==> config.mk <==
export PLATFORM = sky130hd
export DESIGN_NAME = median_to_bram_writer_controller_flat
export DESIGN_NICKNAME = d
export VERILOG_FILES = /design/src/rtl/median_to_bram_writer_controller_pkg.sv /design/src/rtl/median_to_bram_writer_controller_if.sv /design/src/rtl/median_wr_addr_gen.sv /design/src/rtl/median_to_bram_writer_controller.sv /design/src/flat_wrapper.sv
export SDC_FILE = /design/constraint.sdc
export NUM_CORES = 1
export LEC_CHECK = 0
export BUFFER_PORTS_ARGS = -buffer_cell sky130_fd_sc_hd__buf_2
export CAP_MARGIN = 10
export CORE_MARGIN = 2
export CORE_UTILIZATION = 35
export DETAILED_ROUTE_END_ITERATION = 10
export HOLD_SLACK_MARGIN = 0.08
export PLACE_DENSITY = 0.55
export SYNTH_ARGS = -nofsm -noshare
export SYNTH_HDL_FRONTEND = slang
export SYNTH_SLANG_ARGS = --single-unit
==> constraint.sdc <==
create_clock -name i_clk -period 3.87 [get_ports i_clk]
set_input_delay 0.774 -clock i_clk [delete_from_list [all_inputs] [get_ports i_clk]]
set_output_delay 0.774 -clock i_clk [all_outputs]
set_load 0.03 [all_outputs]
==> src/rtl/median_to_bram_writer_controller_pkg.sv <==
// ---------------------------------------------------------------------------
// median_pkg
// Shared definitions for the median filter datapath: the writer FSM state
// encoding, default image geometry shared with the read controller and the
// median core, and a width helper that never returns zero.
// ---------------------------------------------------------------------------
package median_pkg;

    localparam int DEF_DATA_W = 8;
    localparam int DEF_IMG_W  = 64;
    localparam int DEF_IMG_H  = 64;

    typedef enum logic [1:0] {
        IDLE  = 2'd0,
        WRITE = 2'd1,
        DONE  = 2'd2
    } wr_state_e;

    // Counter width for a range of n values; a 1-deep dimension still gets a
    // 1-bit port so the vectors stay legal.
    function automatic int cnt_w(input int n);
        return (n > 1) ? $clog2(n) : 1;
    endfunction

endpackage

==> src/rtl/median_to_bram_writer_controller_if.sv <==
// ---------------------------------------------------------------------------
// median_to_bram_writer_controller_if
// Bundles the median-result input, the output BRAM write port and the
// status outputs of the writer controller.
//   slave  : the controller (consumes start/valid/data, drives BRAM + status)
//   master : the producer/observer side (drives start/valid/data)
// ---------------------------------------------------------------------------
interface median_to_bram_writer_controller_if
    import median_pkg::*;
#(
    parameter int DATA_W = DEF_DATA_W,
    parameter int IMG_W  = DEF_IMG_W,
    parameter int IMG_H  = DEF_IMG_H,
    parameter int ADDR_W = $clog2(IMG_W * IMG_H)
);
    localparam int ROW_W = cnt_w(IMG_H);
    localparam int COL_W = cnt_w(IMG_W);

    logic              i_start;
    logic              i_valid;
    logic [DATA_W-1:0] i_data;
    logic              o_bram_we;
    logic [ADDR_W-1:0] o_bram_addr;
    logic [DATA_W-1:0] o_bram_wdata;
    logic [ROW_W-1:0]  o_row;
    logic [COL_W-1:0]  o_col;
    logic              o_done;
    logic              o_err;
    logic [1:0]        o_state;

    modport slave (
        input  i_start, i_valid, i_data,
        output o_bram_we, o_bram_addr, o_bram_wdata,
        output o_row, o_col, o_done, o_err, o_state
    );

    modport master (
        output i_start, i_valid, i_data,
        input  o_bram_we, o_bram_addr, o_bram_wdata,
        input  o_row, o_col, o_done, o_err, o_state
    );

endinterface

==> src/rtl/median_wr_addr_gen.sv <==
// ---------------------------------------------------------------------------
// median_wr_addr_gen
// Raster-order write position: linear address plus row/column counters.
//   i_clk, i_rst : clock, asynchronous active-high reset
//   i_clear      : force all counters to 0 (start of frame)
//   i_advance    : step to the next pixel; wraps to 0 after the last one
//   o_addr/o_row/o_col : position of the next pixel to be written
//   o_last       : current position is the final pixel of the frame
// ---------------------------------------------------------------------------
module median_wr_addr_gen
    import median_pkg::*;
#(
    parameter int IMG_W  = DEF_IMG_W,
    parameter int IMG_H  = DEF_IMG_H,
    parameter int ADDR_W = $clog2(IMG_W * IMG_H),
    parameter int ROW_W  = cnt_w(IMG_H),
    parameter int COL_W  = cnt_w(IMG_W)
) (
    input  logic              i_clk,
    input  logic              i_rst,
    input  logic              i_clear,
    input  logic              i_advance,
    output logic [ADDR_W-1:0] o_addr,
    output logic [ROW_W-1:0]  o_row,
    output logic [COL_W-1:0]  o_col,
    output logic              o_last
);
    localparam logic [ADDR_W-1:0] LAST_ADDR = ADDR_W'(IMG_W * IMG_H - 1);
    localparam logic [COL_W-1:0]  LAST_COL  = COL_W'(IMG_W - 1);

    logic [ADDR_W-1:0] addr_q, addr_d;
    logic [ROW_W-1:0]  row_q, row_d;
    logic [COL_W-1:0]  col_q, col_d;

    assign o_last = (addr_q == LAST_ADDR);

    always_comb begin
        addr_d = addr_q;
        row_d  = row_q;
        col_d  = col_q;
        if (i_clear || (i_advance && o_last)) begin
            // Explicit wrap: the address never relies on natural overflow,
            // which matters when IMG_W*IMG_H is not a power of two.
            addr_d = '0;
            row_d  = '0;
            col_d  = '0;
        end else if (i_advance) begin
            addr_d = addr_q + 1'b1;
            if (col_q == LAST_COL) begin
                col_d = '0;
                row_d = row_q + 1'b1;
            end else begin
                col_d = col_q + 1'b1;
            end
        end
    end

    always_ff @(posedge i_clk or posedge i_rst) begin
        if (i_rst) begin
            addr_q <= '0;
            row_q  <= '0;
            col_q  <= '0;
        end else begin
            addr_q <= addr_d;
            row_q  <= row_d;
            col_q  <= col_d;
        end
    end

    assign o_addr = addr_q;
    assign o_row  = row_q;
    assign o_col  = col_q;

endmodule

==> src/rtl/median_to_bram_writer_controller.sv <==
// ---------------------------------------------------------------------------
// median_to_bram_writer_controller
// Captures one median result per i_valid pulse and writes it, in raster
// order, into the output BRAM; flags frame completion and dropped results.
//   i_clk, i_rst : clock, asynchronous active-high reset
//   bus (slave)  : i_start/i_valid/i_data in; BRAM write port
//                  (o_bram_we/addr/wdata), o_row/o_col (next pixel),
//                  o_done (level), o_err (sticky drop flag), o_state
// ---------------------------------------------------------------------------
module median_to_bram_writer_controller
    import median_pkg::*;
#(
    parameter int DATA_W = DEF_DATA_W,
    parameter int IMG_W  = DEF_IMG_W,
    parameter int IMG_H  = DEF_IMG_H,
    parameter int ADDR_W = $clog2(IMG_W * IMG_H)
) (
    input  logic i_clk,
    input  logic i_rst,
    median_to_bram_writer_controller_if.slave bus
);
    localparam int ROW_W = cnt_w(IMG_H);
    localparam int COL_W = cnt_w(IMG_W);

    wr_state_e         state_q, state_d;
    logic              we_q, we_d;
    logic [ADDR_W-1:0] waddr_q, waddr_d;
    logic [DATA_W-1:0] wdata_q, wdata_d;
    logic              err_q, err_d;

    logic              clear, accept, drop;
    logic [ADDR_W-1:0] cnt_addr;
    logic [ROW_W-1:0]  cnt_row;
    logic [COL_W-1:0]  cnt_col;
    logic              cnt_last;

    median_wr_addr_gen #(
        .IMG_W  (IMG_W),
        .IMG_H  (IMG_H),
        .ADDR_W (ADDR_W),
        .ROW_W  (ROW_W),
        .COL_W  (COL_W)
    ) u_addr_gen (
        .i_clk     (i_clk),
        .i_rst     (i_rst),
        .i_clear   (clear),
        .i_advance (accept),
        .o_addr    (cnt_addr),
        .o_row     (cnt_row),
        .o_col     (cnt_col),
        .o_last    (cnt_last)
    );

    // State register
    always_ff @(posedge i_clk or posedge i_rst) begin
        if (i_rst) state_q <= IDLE;
        else       state_q <= state_d;
    end

    // Next-state logic; start is deliberately ignored while writing.
    always_comb begin
        state_d = state_q;
        case (state_q)
            IDLE:    if (bus.i_start) state_d = WRITE;
            WRITE:   if (bus.i_valid && cnt_last) state_d = DONE;
            DONE:    if (bus.i_start) state_d = WRITE;
            default: state_d = IDLE;
        endcase
    end

    // Output/datapath control
    always_comb begin
        clear   = ((state_q == IDLE) || (state_q == DONE)) && bus.i_start;
        accept  = (state_q == WRITE) && bus.i_valid;
        drop    = (state_q != WRITE) && bus.i_valid;
        we_d    = accept;
        wdata_d = accept ? bus.i_data : wdata_q;
        waddr_d = accept ? cnt_addr : waddr_q;
        // A start clears the flag, but a result arriving with that same
        // start is still dropped and must be reported.
        err_d   = clear ? drop : (err_q | drop);
    end

    always_ff @(posedge i_clk or posedge i_rst) begin
        if (i_rst) begin
            we_q    <= 1'b0;
            waddr_q <= '0;
            wdata_q <= '0;
            err_q   <= 1'b0;
        end else begin
            we_q    <= we_d;
            waddr_q <= waddr_d;
            wdata_q <= wdata_d;
            err_q   <= err_d;
        end
    end

    // The counters have already moved on by the time we is high, so the
    // BRAM address comes from the registered copy during a write.
    assign bus.o_bram_we    = we_q;
    assign bus.o_bram_addr  = we_q ? waddr_q : cnt_addr;
    assign bus.o_bram_wdata = wdata_q;
    assign bus.o_row        = cnt_row;
    assign bus.o_col        = cnt_col;
    assign bus.o_done       = (state_q == DONE);
    assign bus.o_err        = err_q;
    assign bus.o_state      = state_q;

endmodule

==> src/flat_wrapper.sv <==
// flat-port wrapper written by rule: the top's interface ports become plain ports
module median_to_bram_writer_controller_flat import median_pkg::*;
#(
    parameter int DATA_W = DEF_DATA_W,
    parameter int IMG_W  = DEF_IMG_W,
    parameter int IMG_H  = DEF_IMG_H,
    parameter int ADDR_W = $clog2(IMG_W * IMG_H)
)
  (i_clk, i_rst, bus_i_start, bus_i_valid, bus_i_data, bus_o_bram_we, bus_o_bram_addr, bus_o_bram_wdata, bus_o_row, bus_o_col, bus_o_done, bus_o_err, bus_o_state);
  median_to_bram_writer_controller_if #(.DATA_W(DATA_W), .IMG_W(IMG_W), .IMG_H(IMG_H), .ADDR_W(ADDR_W)) bus_i ();
  input  logic i_clk;
  input  logic i_rst;
  input wire logic [$bits(bus_i.i_start)-1:0] bus_i_start;
  input wire logic [$bits(bus_i.i_valid)-1:0] bus_i_valid;
  input wire logic [$bits(bus_i.i_data)-1:0] bus_i_data;
  output wire logic [$bits(bus_i.o_bram_we)-1:0] bus_o_bram_we;
  output wire logic [$bits(bus_i.o_bram_addr)-1:0] bus_o_bram_addr;
  output wire logic [$bits(bus_i.o_bram_wdata)-1:0] bus_o_bram_wdata;
  output wire logic [$bits(bus_i.o_row)-1:0] bus_o_row;
  output wire logic [$bits(bus_i.o_col)-1:0] bus_o_col;
  output wire logic [$bits(bus_i.o_done)-1:0] bus_o_done;
  output wire logic [$bits(bus_i.o_err)-1:0] bus_o_err;
  output wire logic [$bits(bus_i.o_state)-1:0] bus_o_state;
  assign bus_i.i_start = bus_i_start;
  assign bus_i.i_valid = bus_i_valid;
  assign bus_i.i_data = bus_i_data;
  assign bus_o_bram_we = bus_i.o_bram_we;
  assign bus_o_bram_addr = bus_i.o_bram_addr;
  assign bus_o_bram_wdata = bus_i.o_bram_wdata;
  assign bus_o_row = bus_i.o_row;
  assign bus_o_col = bus_i.o_col;
  assign bus_o_done = bus_i.o_done;
  assign bus_o_err = bus_i.o_err;
  assign bus_o_state = bus_i.o_state;
  median_to_bram_writer_controller #(.DATA_W(DATA_W), .IMG_W(IMG_W), .IMG_H(IMG_H), .ADDR_W(ADDR_W)) u_core (.i_clk(i_clk), .i_rst(i_rst), .bus(bus_i));
endmodule
After elaboration in Yosys (flattened, before gate mapping)
Index checks and enable logic that the tools add are counted.
{ "totals": {"ff_bits": 48, "input_bits": 12, "word_cells": 45} }
{ "op_classes": {"n_bitwise": 1, "n_addsub": 3, "eq_ne": 7, "n_mux": 13, "n_reduce_logical": 13} }
{ "ops": {"columns": ["operator", "count"], "rows": [
  ["$mux W12", 3],
  ["$mux W6", 6],
  ["$add A12 B1 Y12 const B", 1],
  ["$add A6 B1 Y6 const B", 2],
  ["$eq A12 B12 Y1 const B", 1],
  ["$eq A6 B6 Y1 const B", 1],
  ["$ne A2 B1 Y1 const B", 3],
  ["$logic_and A1 B1 Y1", 5],
  ["$mux W2", 2],
  ["$pmux W2 S2", 1],
  ["$reduce_and A2 Y1", 2],
  ["$reduce_bool A2 Y1", 2],
  ["$eq A2 B1 Y1 const B", 1],
  ["$eq A2 B2 Y1 const B", 1],
  ["$logic_not A2 Y1", 1],
  ["$logic_or A1 B1 Y1", 2],
  ["$reduce_or A2 Y1", 1],
  ["$mux W1", 1],
  ["$or A1 B1 Y1", 1]
]} }

Longest topological paths before layout
Gate-level depths: netlist of run 1.
{ "logic_depth": {"word_depth": 6, "mapped_depth": 6} }

Modules after synthesis
Synthesis of run 1 repeated with hierarchy kept, for this count alone.
{ "hier_totals": {"hier_cells": 208, "area_unflattened_um2": 2452.4} }
{ "by_module_without_submodules": {"columns": ["mod", "area_each_um2", "cells_per_inst", "seq_area_each_um2", "instances"], "rows": [
  ["median_wr_addr_gen", 1305.0, 133, 600.6, 1],
  ["median_to_bram_writer_controller", 1147.4, 75, 600.6, 1]
]} }

Worst setup path before layout of run 1
OpenSTA, ideal clock, no wires.
{ "synth_timing": {"path_type": "register to output", "from": "register u_core.we_q (netlist: u_core.bus.o_bram_we)", "to": "output bus_o_bram_addr[0]", "n_path_buf": 1, "required_ns": 3.096, "slack_ns": 1.733, "t_arrival_ns": 1.363, "stages_incl_launch_ff": 3, "path_cell_list": "dfrtp_1 -> buf_1 -> mux2_2"} }
{ "synth_via": {"elab_chain_cells": 1} }
{ "synth_rtl": {"columns": ["element", "line", "text"], "rows": [
  ["start, declared", "median_to_bram_writer_controller.sv:26", "logic we_q, we_d;"],
  ["start signal, assigned", "median_to_bram_writer_controller.sv:91", "we_q <= we_d;"],
  ["$mux W12", "median_to_bram_writer_controller.sv:101", "assign bus.o_bram_addr = we_q ? waddr_q : cnt_addr;"],
  ["end, declared", "flat_wrapper.sv:17", "output wire logic [$bits(bus_i.o_bram_addr)-1:0] bus_o_bram_addr;"]
]} }
No other way between the ends.

Worst setup path after layout of run 1
{ "layout_timing": {"from": "register u_core.we_q (netlist: u_core.bus.o_bram_we)", "to": "output bus_o_bram_addr[8]"} }
The elaborated chain is that of the path after synthesis.

==> summary.md, run 1 <==
| Metric | Value |
|---|---|
| Outcome | finished, final reports clean |
| Root buffer selected by CTS | sky130_fd_sc_hd__clkbuf_8 |
| Max cap viols | 0 |
| Worst flop-to-flop path endpoint | u_core.u_addr_gen.o_addr[7]$_DFFE_PP0P_ |
| Part of the total power dissipated in sequential elements | 49.9% |
| Most used flip-flop cell after synthesis | sky130_fd_sc_hd__dfrtp_1 |
| Antenna-violating nets left | 0 |
| Internal portion of total power | 836 uW |
| Peak supply drop | 0.199 mV |
| Via count of the first global-routing pass | 1803 |
| Ratio of routed vias to standard cells | 4.91 |
| WP data required | 3.10 ns |
| Synth-to-layout area growth | 14.7% |
| Kind of critical path | register to output pin |
| Sequential Area | 1200 um2 |
| Number of endpoints with negative hold slack in the final report | 0 |
| Pin count of the biggest net entering global routing | 49 |
| Final net count | 321 |
| Number of enable-type register cells in the synthesized netlist | 0 |
| Hold Path Depth | 2 |
| Crit path capture type | output pin |
| Clock Latency Late Sink | 0.30 ns |
| Final Total Pwr | 1.35 mW |
| Total global routing overflow | 0 |
| Final core area utilization | 40.9% |
| Post-synthesis instance area | 2390 um2 |
| Global-route wire length before repair | 8.63 mm |
| Final clock period utilization by the worst path | 60.7% |
| Yosys reg bits | 48 |
| Horizontal die dimension | 86.7 um |
| N_diodes | 0 |
| Crit path arrival time | 1.57 ns |
| Number of antenna violations at the first check in global routing | 0 |
| H-tree depth reported by CTS | 2 |
| Headroom to the max-slew limit | 31.8% |
| Full die area | 7520 um2 |
| Most numerous cell in the Yosys netlist | sky130_fd_sc_hd__nand2_1 |
| Sequential element share of the synthesized area | 50.2% |
| Final-report max-slew violation count | 0 |
| Router iterations before antenna repair | 4 |
| Post-synthesis instance total | 260 |
| Max Freq | 426 MHz |
| Number of buffer cells added on primary ports | 48 |
| Clock buffer depth | 2 |
| Warnings, synthesis | 0 |
| Logic depth of the worst register-to-register path | 5 |
| Chip height | 86.7 um |
| Count of cell types in the netlist | 44 |
| TritonCTS clock tree | done |
| Number of endpoints failing setup at the final stage | 0 |
| Leak | 1.39 nW |
| Final WL | 5.03 mm |
| Cells taking the most area after synthesis | sky130_fd_sc_hd__dfrtp_1, sky130_fd_sc_hd__nand2_1, sky130_fd_sc_hd__mux2_2, sky130_fd_sc_hd__nand3_1, sky130_fd_sc_hd__nor2_1 |
| Number of buffers added by the clock tree synthesis step | 5 |
| Startpoint type of the worst setup path | register |
| Post-Syn Area per Cell | 9.21 um2 |
| Clock transition at the register clock pins on the worst setup and hold paths after CTS | 0.09 ns |
| Clock Power Share | 21.9% |
| Total clock sinks | 48 |
| Final critical delay including setup and external delays | 2.35 ns |
| Worst setup timing slack at the placement stage | 1.59 ns |
| Half-perimeter wire length after detailed placement | 3.38 mm |
| Floorplan core area | 6720 um2 |
| Final routed wire length divided by cell count | 13.0 um |
| Share of flip-flops with an asynchronous set or reset | 100% |
| Multi-input combinational cell area | 1080 um2 |
| Post-synthesis net count | 275 |
| Initial core utilization | 35.6% |
| Cell row count | 30 |
| Critical path peak fanout | 13 |
| Routability cong. | 0.731 |
| Post-CTS setup buffer count | 0 |
| DR DRC count | 0 |
| Class of the tightest hold or removal check | register to register |
| Total via count in the routed design | 1894 |
| Worst Slack Setup Final | 1.52 ns |
| Destination of the worst hold path | u_core.waddr_q[5]$_DFFE_PP0P_ |
| Startpoint of the lowest-slack hold path | u_core.waddr_q[5]$_DFFE_PP0P_ |
| Post-cts sizing count | 0 |
| Leading post-synthesis cells by instance count | sky130_fd_sc_hd__nand2_1, sky130_fd_sc_hd__dfrtp_1, sky130_fd_sc_hd__nor2_1 |
| Setup repair after global routing missed its margin | no |
| Total power divided by cell area | 490 nW/um2 |
| Fraction of final layout cells with drive strength greater than 1 | 25.8% |
| Setup TNS | 0 ns |
| Top-level port count | 49 |
| Sw Share | 38.0% |
| Tot GR Track Use | 14.4% |
| Top-area cell type share of the netlist area | 50.2% |
| Power share of the combinational group | 28.2% |
| Switching power | 511 uW |
| Final setup skew | 0.0110 ns |
| Worst reg2reg startpoint | u_core.u_addr_gen.o_addr[1]$_DFFE_PP0P_ |
| Cell accounting for the most synthesized area | sky130_fd_sc_hd__dfrtp_1 |
| Filler instances | 677 |
| Measured slew at the worst slew-check pin | 1.02 ns |
| Reg2reg setup slack | 1.67 ns |
| Initial drt markers | 109 |
| Total of hold buffers inserted after clock tree synthesis | 0 |
## stage by stage
step | cells | area, um2 | hold slack (ns)
2_1_floorplan | 260 | 2390 | 0.440
3_3_place_gp | 379 | 2670 | 0.452
3_5_place_dp | 379 | 2670 | 0.458
4_1_cts | 386 | 2750 | 0.481
5_1_grt | 386 | 2750 | 0.503
6_report | 386 | 2750 | 0.477
## flip-flops by register name (all words and copies together), names as in the netlist
| signal | flops |
|---|---|
| u_core.bus.o_bram_wdata | 8 |
| u_core.u_addr_gen.o_addr | 12 |
| u_core.bus.o_err | 1 |
| u_core.bus.o_state | 2 |
| u_core.u_addr_gen.o_row | 6 |
| u_core.waddr_q | 12 |
| u_core.bus.o_bram_we | 1 |
| u_core.u_addr_gen.o_col | 6 |
## worst max-delay path by stage
| stage | startpoint | to | slack [ns] | cells past startpoint |
|---|---|---|---|---|
| 6_report | u_core.bus.o_bram_we$_DFF_PP0_ | bus_o_bram_addr[8] | 1.52 | 2 |
| 5_1_grt | u_core.u_addr_gen.o_addr[1]$_DFFE_PP0P_ | u_core.u_addr_gen.o_addr[7]$_DFFE_PP0P_ | 1.43 | 5 |
| 4_1_cts | u_core.bus.o_bram_we$_DFF_PP0_ | bus_o_bram_addr[8] | 1.49 | 2 |
| 3_5_place_dp | bus_i_valid | u_core.u_addr_gen.o_row[2]$_DFFE_PP0P_ | 1.59 | 6 |
| 3_3_place_gp | bus_i_valid | u_core.u_addr_gen.o_row[2]$_DFFE_PP0P_ | 1.62 | 6 |
| 2_1_floorplan | u_core.bus.o_bram_we$_DFF_PP0_ | bus_o_bram_addr[0] | 1.73 | 2 |
## cells in the final DEF (no fill, tap or decap), drive strengths merged, types with 3 or more instances in the layout
cell type,synthesis,routed
inv,5,5
a21oi,6,6
mux2,12,12
nand4,5,5
nor3,7,7
ha,3,3
xor2,6,6
clkbuf,3,5
nand2,82,82
buf,8,51
nand3,14,14
nor2,15,15
mux2i,3,3
nor4,3,3
dfrtp,48,48
o21ai,7,7
xnor2,4,4
## cells by family (layout without fill, tap and decap cells)
kind of cell | Yosys count | count (layout) | synth area share (%)
AOI/OAI and AO/OA | 21 | 21 | 5.17
xor gates and xnor gates | 10 | 10 | 3.66
adders and majority gates | 3 | 3 | 1.57
buffers and inverters | 18 | 64 | 4.75
DFF | 48 | 48 | 50.2
muxes | 15 | 15 | 6.90
and+or+nand+nor | 145 | 145 | 27.8
## worst max-delay path: stages (launching register included)
cell and delay, ns:
sky130_fd_sc_hd__dfrtp_1 0.69, sky130_fd_sc_hd__mux2_2 0.40, sky130_fd_sc_hd__buf_2 0.18
## final cells by class
cell class                      instances  share of cell area [%]
Clock buffer                            5                    2.50
Clock inverter                          2                   0.455
Inverter                                6                   0.820
Tap cell                               80                    3.64
Timing Repair Buffer                   51                    9.56
Multi-Input combinational cell        194                    39.3
Sequential cell                        48                    43.7
## metal layers
metal | up-vias | GRT usage (%) | wire, um
li1 | 967 | - | -
met1 | 886 | 19.5 | 2490
met2 | 37 | 22.9 | 2310
met3 | 4 | 3.43 | 188
met4 | 0 | 4.12 | 40
met5 | - | 0 | 0
## power groups by stage
stage	combinational [mW]	clock, mW	sequential [mW]
after global routing	0.424	0.328	0.687
after global placement	0.386	0	0.679
after CTS	0.387	0.307	0.671
after floorplan	0.234	0	0.724
final	0.380	0.295	0.672
after detailed placement	0.386	0	0.679
No activity file was read; power rests on OpenSTA's default activity.
==> inputs of run 2 (changes only) <==
Clock period 3.87 ns to 2.4 ns, I/O delays scaled along.
==> summary.md, run 2 (synthesis gave the netlist of run 1 again) <==
| Metric | Value |
|---|---|
| Most frequent standard cell in the layout excluding fill and tap cells | sky130_fd_sc_hd__nand2_1 (unchanged) |
| Summed area of non-filler cells in the final layout | 2810 um2 (was 2750 um2) |
| Total via count in the routed design | 1943 (was 1894) |
| Post-CTS setup buffer count | 0 (unchanged) |
| Measured slew at the worst slew-check pin | 0.534 ns (was 1.02 ns) |
| Clock buffer depth | 2 (unchanged) |
| TritonCTS clock tree | done (unchanged) |
| Horizontal die dimension | 86.7 um (unchanged) |
| H-tree depth reported by CTS | 2 (unchanged) |
| Root buffer selected by CTS | sky130_fd_sc_hd__clkbuf_8 (unchanged) |
| Post-place instance area | 2720 um2 (was 2670 um2) |
| Critical path peak fanout | 13 (unchanged) |
| Max Freq | 490 MHz |
| Total global routing overflow | 0 (unchanged) |
| Pin count of the biggest net entering global routing | 26 (was 49) |
| Router iterations before antenna repair | 4 (unchanged) |
| Ratio of routed vias to standard cells | 4.96 (was 4.91) |
| Clock Latency Late Sink | 0.30 ns (about the same) |
| Total power divided by cell area | 793 nW/um2 (was 490 nW/um2) |
| Final critical delay including setup and external delays | 2.04 ns |
| Crit path capture type | output pin (unchanged) |
| Final core area utilization | 41.9% (was 40.9%) |
| Initial drt markers | 96 (was 109) |
| Worst Slack Setup Final | 0.361 ns (was 1.52 ns) |
| Floorplan core area | 6720 um2 (unchanged) |
| Antenna-violating nets left | 0 (unchanged) |
| Full die area | 7520 um2 (unchanged) |
| N_diodes | 0 (unchanged) |
| Max cap viols | 0 (unchanged) |
| Clock transition at the register clock pins on the worst setup and hold paths after CTS | 0.09 ns (about the same) |
| WP data required | 1.92 ns (was 3.10 ns) |
| Fin Hold WS | 0.204 ns (was 0.477 ns) |
| Initial core utilization | 35.6% (unchanged) |
| Most frequent cells in the layout | sky130_fd_sc_hd__nand2_1, sky130_fd_sc_hd__buf_2, sky130_fd_sc_hd__dfrtp_1 (unchanged) |
| Top-level port count | 49 (unchanged) |
| Peak supply drop | 0.277 mV (was 0.199 mV) |
| Number of endpoints failing setup at the final stage | 0 (unchanged) |
| DR DRC count | 0 (unchanged) |
| Outcome | finished, final reports clean (unchanged) |
| Worst setup timing slack at the placement stage | 0.538 ns (was 1.59 ns) |
| Leak | 1.43 nW (was 1.39 nW) |
| Fraction of final layout cells with drive strength greater than 1 | 27.2% (was 25.8%) |
| Total of hold buffers inserted after clock tree synthesis | 0 (unchanged) |
| Number of buffer cells added on primary ports | 48 (unchanged) |
| Final routed wire length divided by cell count | 13.1 um (was 13.0 um) |
| Chip height | 86.7 um (unchanged) |
| Final WL | 5.14 mm (was 5.03 mm) |
| Number of endpoints with negative hold slack in the final report | 0 (unchanged) |
| Tot GR Track Use | 14.8% (was 14.4%) |
| Setup TNS | 0 ns (unchanged) |
| Number of antenna violations at the first check in global routing | 0 (unchanged) |
| Global-route wire length before repair | 8.76 mm (was 8.63 mm) |
| Setup repair after global routing missed its margin | no (unchanged) |
| Final clock period utilization by the worst path | 85.0% |
| Cell row count | 30 (unchanged) |
| Class of the tightest hold or removal check | primary input to asynchronous set/reset pin (was register to register) |
| Final-report max-slew violation count | 0 (unchanged) |
| Kind of critical path | register to output pin (unchanged) |
| Post-cts sizing count | 0 (unchanged) |
| Synth-to-layout area growth | 17.5% (was 14.7%) |
| Crit path arrival time | 1.56 ns (was 1.57 ns) |
| Total clock sinks | 48 (unchanged) |
| Final setup skew | 0.0106 ns (was 0.0110 ns) |
| Startpoint type of the worst setup path | register (unchanged) |
| Half-perimeter wire length after detailed placement | 3.66 mm (was 3.38 mm) |
| Number of buffers added by the clock tree synthesis step | 5 (unchanged) |
| Final net count | 326 (was 321) |
| Headroom to the max-slew limit | 64.3% (was 31.8%) |
| Routability cong. | 0.759 (was 0.731) |
| Via count of the first global-routing pass | 1822 (was 1803) |
[run 2: metrics by stage]
stage | instances | power, mW
after global routing | 392 | 2.38
after floorplan | 260 | 1.54
after detailed placement | 384 | 1.74
final | 392 | 2.23
after CTS | 392 | 2.26
after global placement | 384 | 1.73
[run 2: per-layer routing]
| layer | track usage, % | share of wire (%) | routed length, um |
|---|---|---|---|
| met1 | 20.0 | 48 | 2470 |
| met2 | 23.8 | 47 | 2430 |
| met3 | 3.14 | 3.3 | 168 |
| met4 | 4.40 | 1.3 | 67 |
| met5 | 0 | 0 | 0 |
[run 2: final cells by class]
class | count | area [um2]
Inverter | 6 | 22.5
Timing Repair Buffer | 56 | 313
Clock inverter | 2 | 13.8
Multi-Input combinational cell | 194 | 1080
Sequential cell | 48 | 1200
Clock buffer | 6 | 82.6
Fill cell | 672 | 3910
Tap cell | 80 | 100
[run 2: critical path, stage by stage (launching register included)]
cell and delay [ns]:
sky130_fd_sc_hd__dfrtp_1 0.67, sky130_fd_sc_hd__mux2_2 0.40, sky130_fd_sc_hd__buf_2 0.18
[run 2: where the power goes]
part           switching [mW]  internal (mW)
Sequential              0.151          0.932
Combinational           0.403          0.226
Clock                   0.283          0.236
Total                   0.837           1.39
[run 2: final timing paths]
kind	start	endpoint	depth (start not counted)	slack [ns]
max in group asynchronous	i_rst	u_core.u_addr_gen.o_row[2]$_DFFE_PP0P_	3	1.67
min in group i_clk	bus_i_data[7]	u_core.bus.o_bram_wdata[7]$_DFFE_PP0P_	3	0.36
max reg2reg	u_core.u_addr_gen.o_col[0]$_DFFE_PP0P_	u_core.u_addr_gen.o_row[3]$_DFFE_PP0P_	5	0.54
min reg2reg	u_core.bus.o_bram_wdata[7]$_DFFE_PP0P_	u_core.bus.o_bram_wdata[7]$_DFFE_PP0P_	2	0.48
max	u_core.bus.o_bram_we$_DFF_PP0_	bus_o_bram_addr[1]	2	0.36
min	i_rst	u_core.bus.o_bram_wdata[1]$_DFFE_PP0P_	2	0.20
==> inputs of run 3 (changes only) <==
Settings changed: PLACE_DENSITY 0.55 to 0.57.
Clock period 2.4 ns to 1.7 ns, I/O delays scaled along.
==> summary.md, run 3 (synthesis gave the netlist of run 1 again) <==
| Metric | Value |
|---|---|
| Outcome | finished, final reports clean (unchanged) |
| Setup TNS | 0 ns (unchanged) |
| CP bufs+invs | 2 (was 1) |
| Initial core utilization | 35.6% (unchanged) |
| Kind of critical path | register to output pin (unchanged) |
| Setup repair after global routing missed its margin | yes (was no) |
| WP data required | 1.36 ns (was 1.92 ns) |
| Total global routing overflow | 0 (unchanged) |
| Cells along the critical path | buf_4 -> mux2_2 -> buf_2 (was mux2_2 -> buf_2) |
| Summed area of non-filler cells in the final layout | 3060 um2 (was 2810 um2) |
| Number of endpoints with negative hold slack in the final report | 0 (unchanged) |
| Cell row count | 30 (unchanged) |
| Worst path max stage delay | 0.35 ns (was 0.67 ns) |
| Chip height | 86.7 um (unchanged) |
| Root buffer selected by CTS | sky130_fd_sc_hd__clkbuf_8 (unchanged) |
| Class of the tightest hold or removal check | primary input to register (was primary input to asynchronous set/reset pin) |
| Crit path arrival time | 1.34 ns (was 1.56 ns) |
| Most frequent cells in the layout | sky130_fd_sc_hd__nand2_1, sky130_fd_sc_hd__buf_2, sky130_fd_sc_hd__dfrtp_1 (unchanged) |
| Half-perimeter wire length after detailed placement | 3.86 mm (was 3.66 mm) |
| Ratio of routed vias to standard cells | 4.89 (was 4.96) |
| Filler instances | 673 (was 672) |
| Crit path capture type | output pin (unchanged) |
| Critical path peak fanout | 7 (was 13) |
| Final setup skew | 0.00828 ns (was 0.0106 ns) |
| Number of buffers added by the clock tree synthesis step | 5 (unchanged) |
| Total clock sinks | 48 (unchanged) |
| Worst setup timing slack at the placement stage | 0.0129 ns (was 0.538 ns) |
| Leak | 1.56 nW (was 1.43 nW) |
| Clock buffer depth | 2 (unchanged) |
| Clock Latency Late Sink | 0.30 ns (about the same) |
| Router iterations before antenna repair | 4 (unchanged) |
| Synth-to-layout area growth | 27.8% (was 17.5%) |
| Standard cell with the maximum stage delay on the critical path | sky130_fd_sc_hd__dfrtp_1 (unchanged) |
| Final critical delay including setup and external delays | 1.68 ns |
| Routability cong. | 0.793 (was 0.759) |
| Full die area | 7520 um2 (unchanged) |
| Final clock period utilization by the worst path | 98.5% |
| Final net count | 352 (was 326) |
| Via count of the first global-routing pass | 1998 (was 1822) |
| Multi-input combinational cell area | 1110 um2 (was 1080 um2) |
| Clock transition at the register clock pins on the worst setup and hold paths after CTS | 0.09 ns (about the same) |
| Max cap viols | 0 (unchanged) |
| Pin count of the biggest net entering global routing | 49 (was 26) |
| Total via count in the routed design | 2044 (was 1943) |
| Startpoint type of the worst setup path | register (unchanged) |
| Most frequent standard cell in the layout excluding fill and tap cells | sky130_fd_sc_hd__nand2_1 (unchanged) |
| Horizontal die dimension | 86.7 um (unchanged) |
| Final core area utilization | 45.5% (was 41.9%) |
| Tot GR Track Use | 16.0% (was 14.8%) |
| Worst Slack Setup Final | 0.0248 ns (was 0.361 ns) |
| Peak supply drop | 0.353 mV (was 0.277 mV) |
| N_diodes | 0 (unchanged) |
| Crit path max-delay family | flip-flops (unchanged) |
| Max Freq | 597 MHz |
| Post-place instance area | 2900 um2 (was 2720 um2) |
| Initial drt markers | 77 (was 96) |
| Final-report max-slew violation count | 0 (unchanged) |
| Floorplan core area | 6720 um2 (unchanged) |
| Number of antenna violations at the first check in global routing | 0 (unchanged) |
| Global-route wire length before repair | 9.55 mm (was 8.76 mm) |
| H-tree depth reported by CTS | 2 (unchanged) |
| Final WL | 5.52 mm (was 5.14 mm) |
| Measured slew at the worst slew-check pin | 0.428 ns (was 0.534 ns) |
| Antenna-violating nets left | 0 (unchanged) |
| Sequential Area | 1210 um2 (was 1200 um2) |
| Number of buffer cells added on primary ports | 48 (unchanged) |
| Fraction of final layout cells with drive strength greater than 1 | 34.6% (was 27.2%) |
| Final routed wire length divided by cell count | 13.2 um (was 13.1 um) |
| TritonCTS clock tree | done (unchanged) |
| DR DRC count | 0 (unchanged) |
| Top-level port count | 49 (unchanged) |
| Total power divided by cell area | 1130 nW/um2 (was 793 nW/um2) |
| Number of endpoints failing setup at the final stage | 0 (unchanged) |
| Headroom to the max-slew limit | 71.2% (was 64.3%) |
run 3: timing repair:
item,in CTS,in global routing
setup endpoints to repair,0,24
hold buffers,1,0
buffers inserted,0,3
resized for setup,0,6
hold endpoints to repair,38,0
run 3: worst paths after layout:
path,from,endpoint,slack (ns),cells after the start
min in group asynchronous,i_rst,u_core.bus.o_bram_wdata[5]$_DFFE_PP0P_,0.62,4
worst max-delay path,u_core.bus.o_bram_we$_DFF_PP0_,bus_o_bram_addr[8],0.02,3
max in group asynchronous,i_rst,u_core.u_addr_gen.o_col[0]$_DFFE_PP0P_,0.84,4
worst max register to register,u_core.bus.o_state[1]$_DFFE_PP0P_,u_core.u_addr_gen.o_row[2]$_DFFE_PP0P_,0.05,4
worst min register to register,u_core.waddr_q[1]$_DFFE_PP0P_,u_core.waddr_q[1]$_DFFE_PP0P_,0.48,2
worst min-delay path,bus_i_data[0],u_core.bus.o_bram_wdata[0]$_DFFE_PP0P_,0.21,3
run 3: power breakdown:
| group | total (mW) | switching [mW] | internal (mW) |
|---|---|---|---|
| Sequential | 1.43 | 0.113 | 1.32 |
| Clock | 0.822 | 0.385 | 0.437 |
| Combinational | 1.21 | 0.723 | 0.490 |
| Total | 3.47 | 1.22 | 2.25 |
run 3: worst register-to-register path, delay by kind of cell (launching register included):
family / cells / cell delay [ns]
AND/OR/NAND/NOR: 2 / 0.97
flip-flops: 1 / 0.38
AO/OA/AOI/OAI: 2 / 0.19
run 3: metrics by stage:
step / instances / total power, mW / hold slack, ns
2_1_floorplan: 260 / 2.20 / 0.440
3_3_place_gp: 406 / 2.62 / 0.405
3_5_place_dp: 406 / 2.63 / 0.403
4_1_cts: 415 / 3.47 / 0.205
5_1_grt: 418 / 3.68 / 0.210
6_report: 418 / 3.47 / 0.214
run 3: final cells by class:
| cell class | instances | area share (%) |
|---|---|---|
| Multi-Input combinational cell | 194 | 36.2 |
| Inverter | 6 | 0.736 |
| Clock buffer | 6 | 2.37 |
| Timing Repair Buffer | 82 | 16.9 |
| Tap cell | 80 | 3.27 |
| Sequential cell | 48 | 39.4 |
| Clock inverter | 2 | 1.14 |
run 3: routing by layer:
layer  global-route usage [%]  vias up  share of wire, %
li1                         -     1027                 -
met1                     22.0      964                48
met2                     25.1       46                46
met3                     3.33        7               3.8
met4                     5.54        0               1.5
met5                        0        -                 0
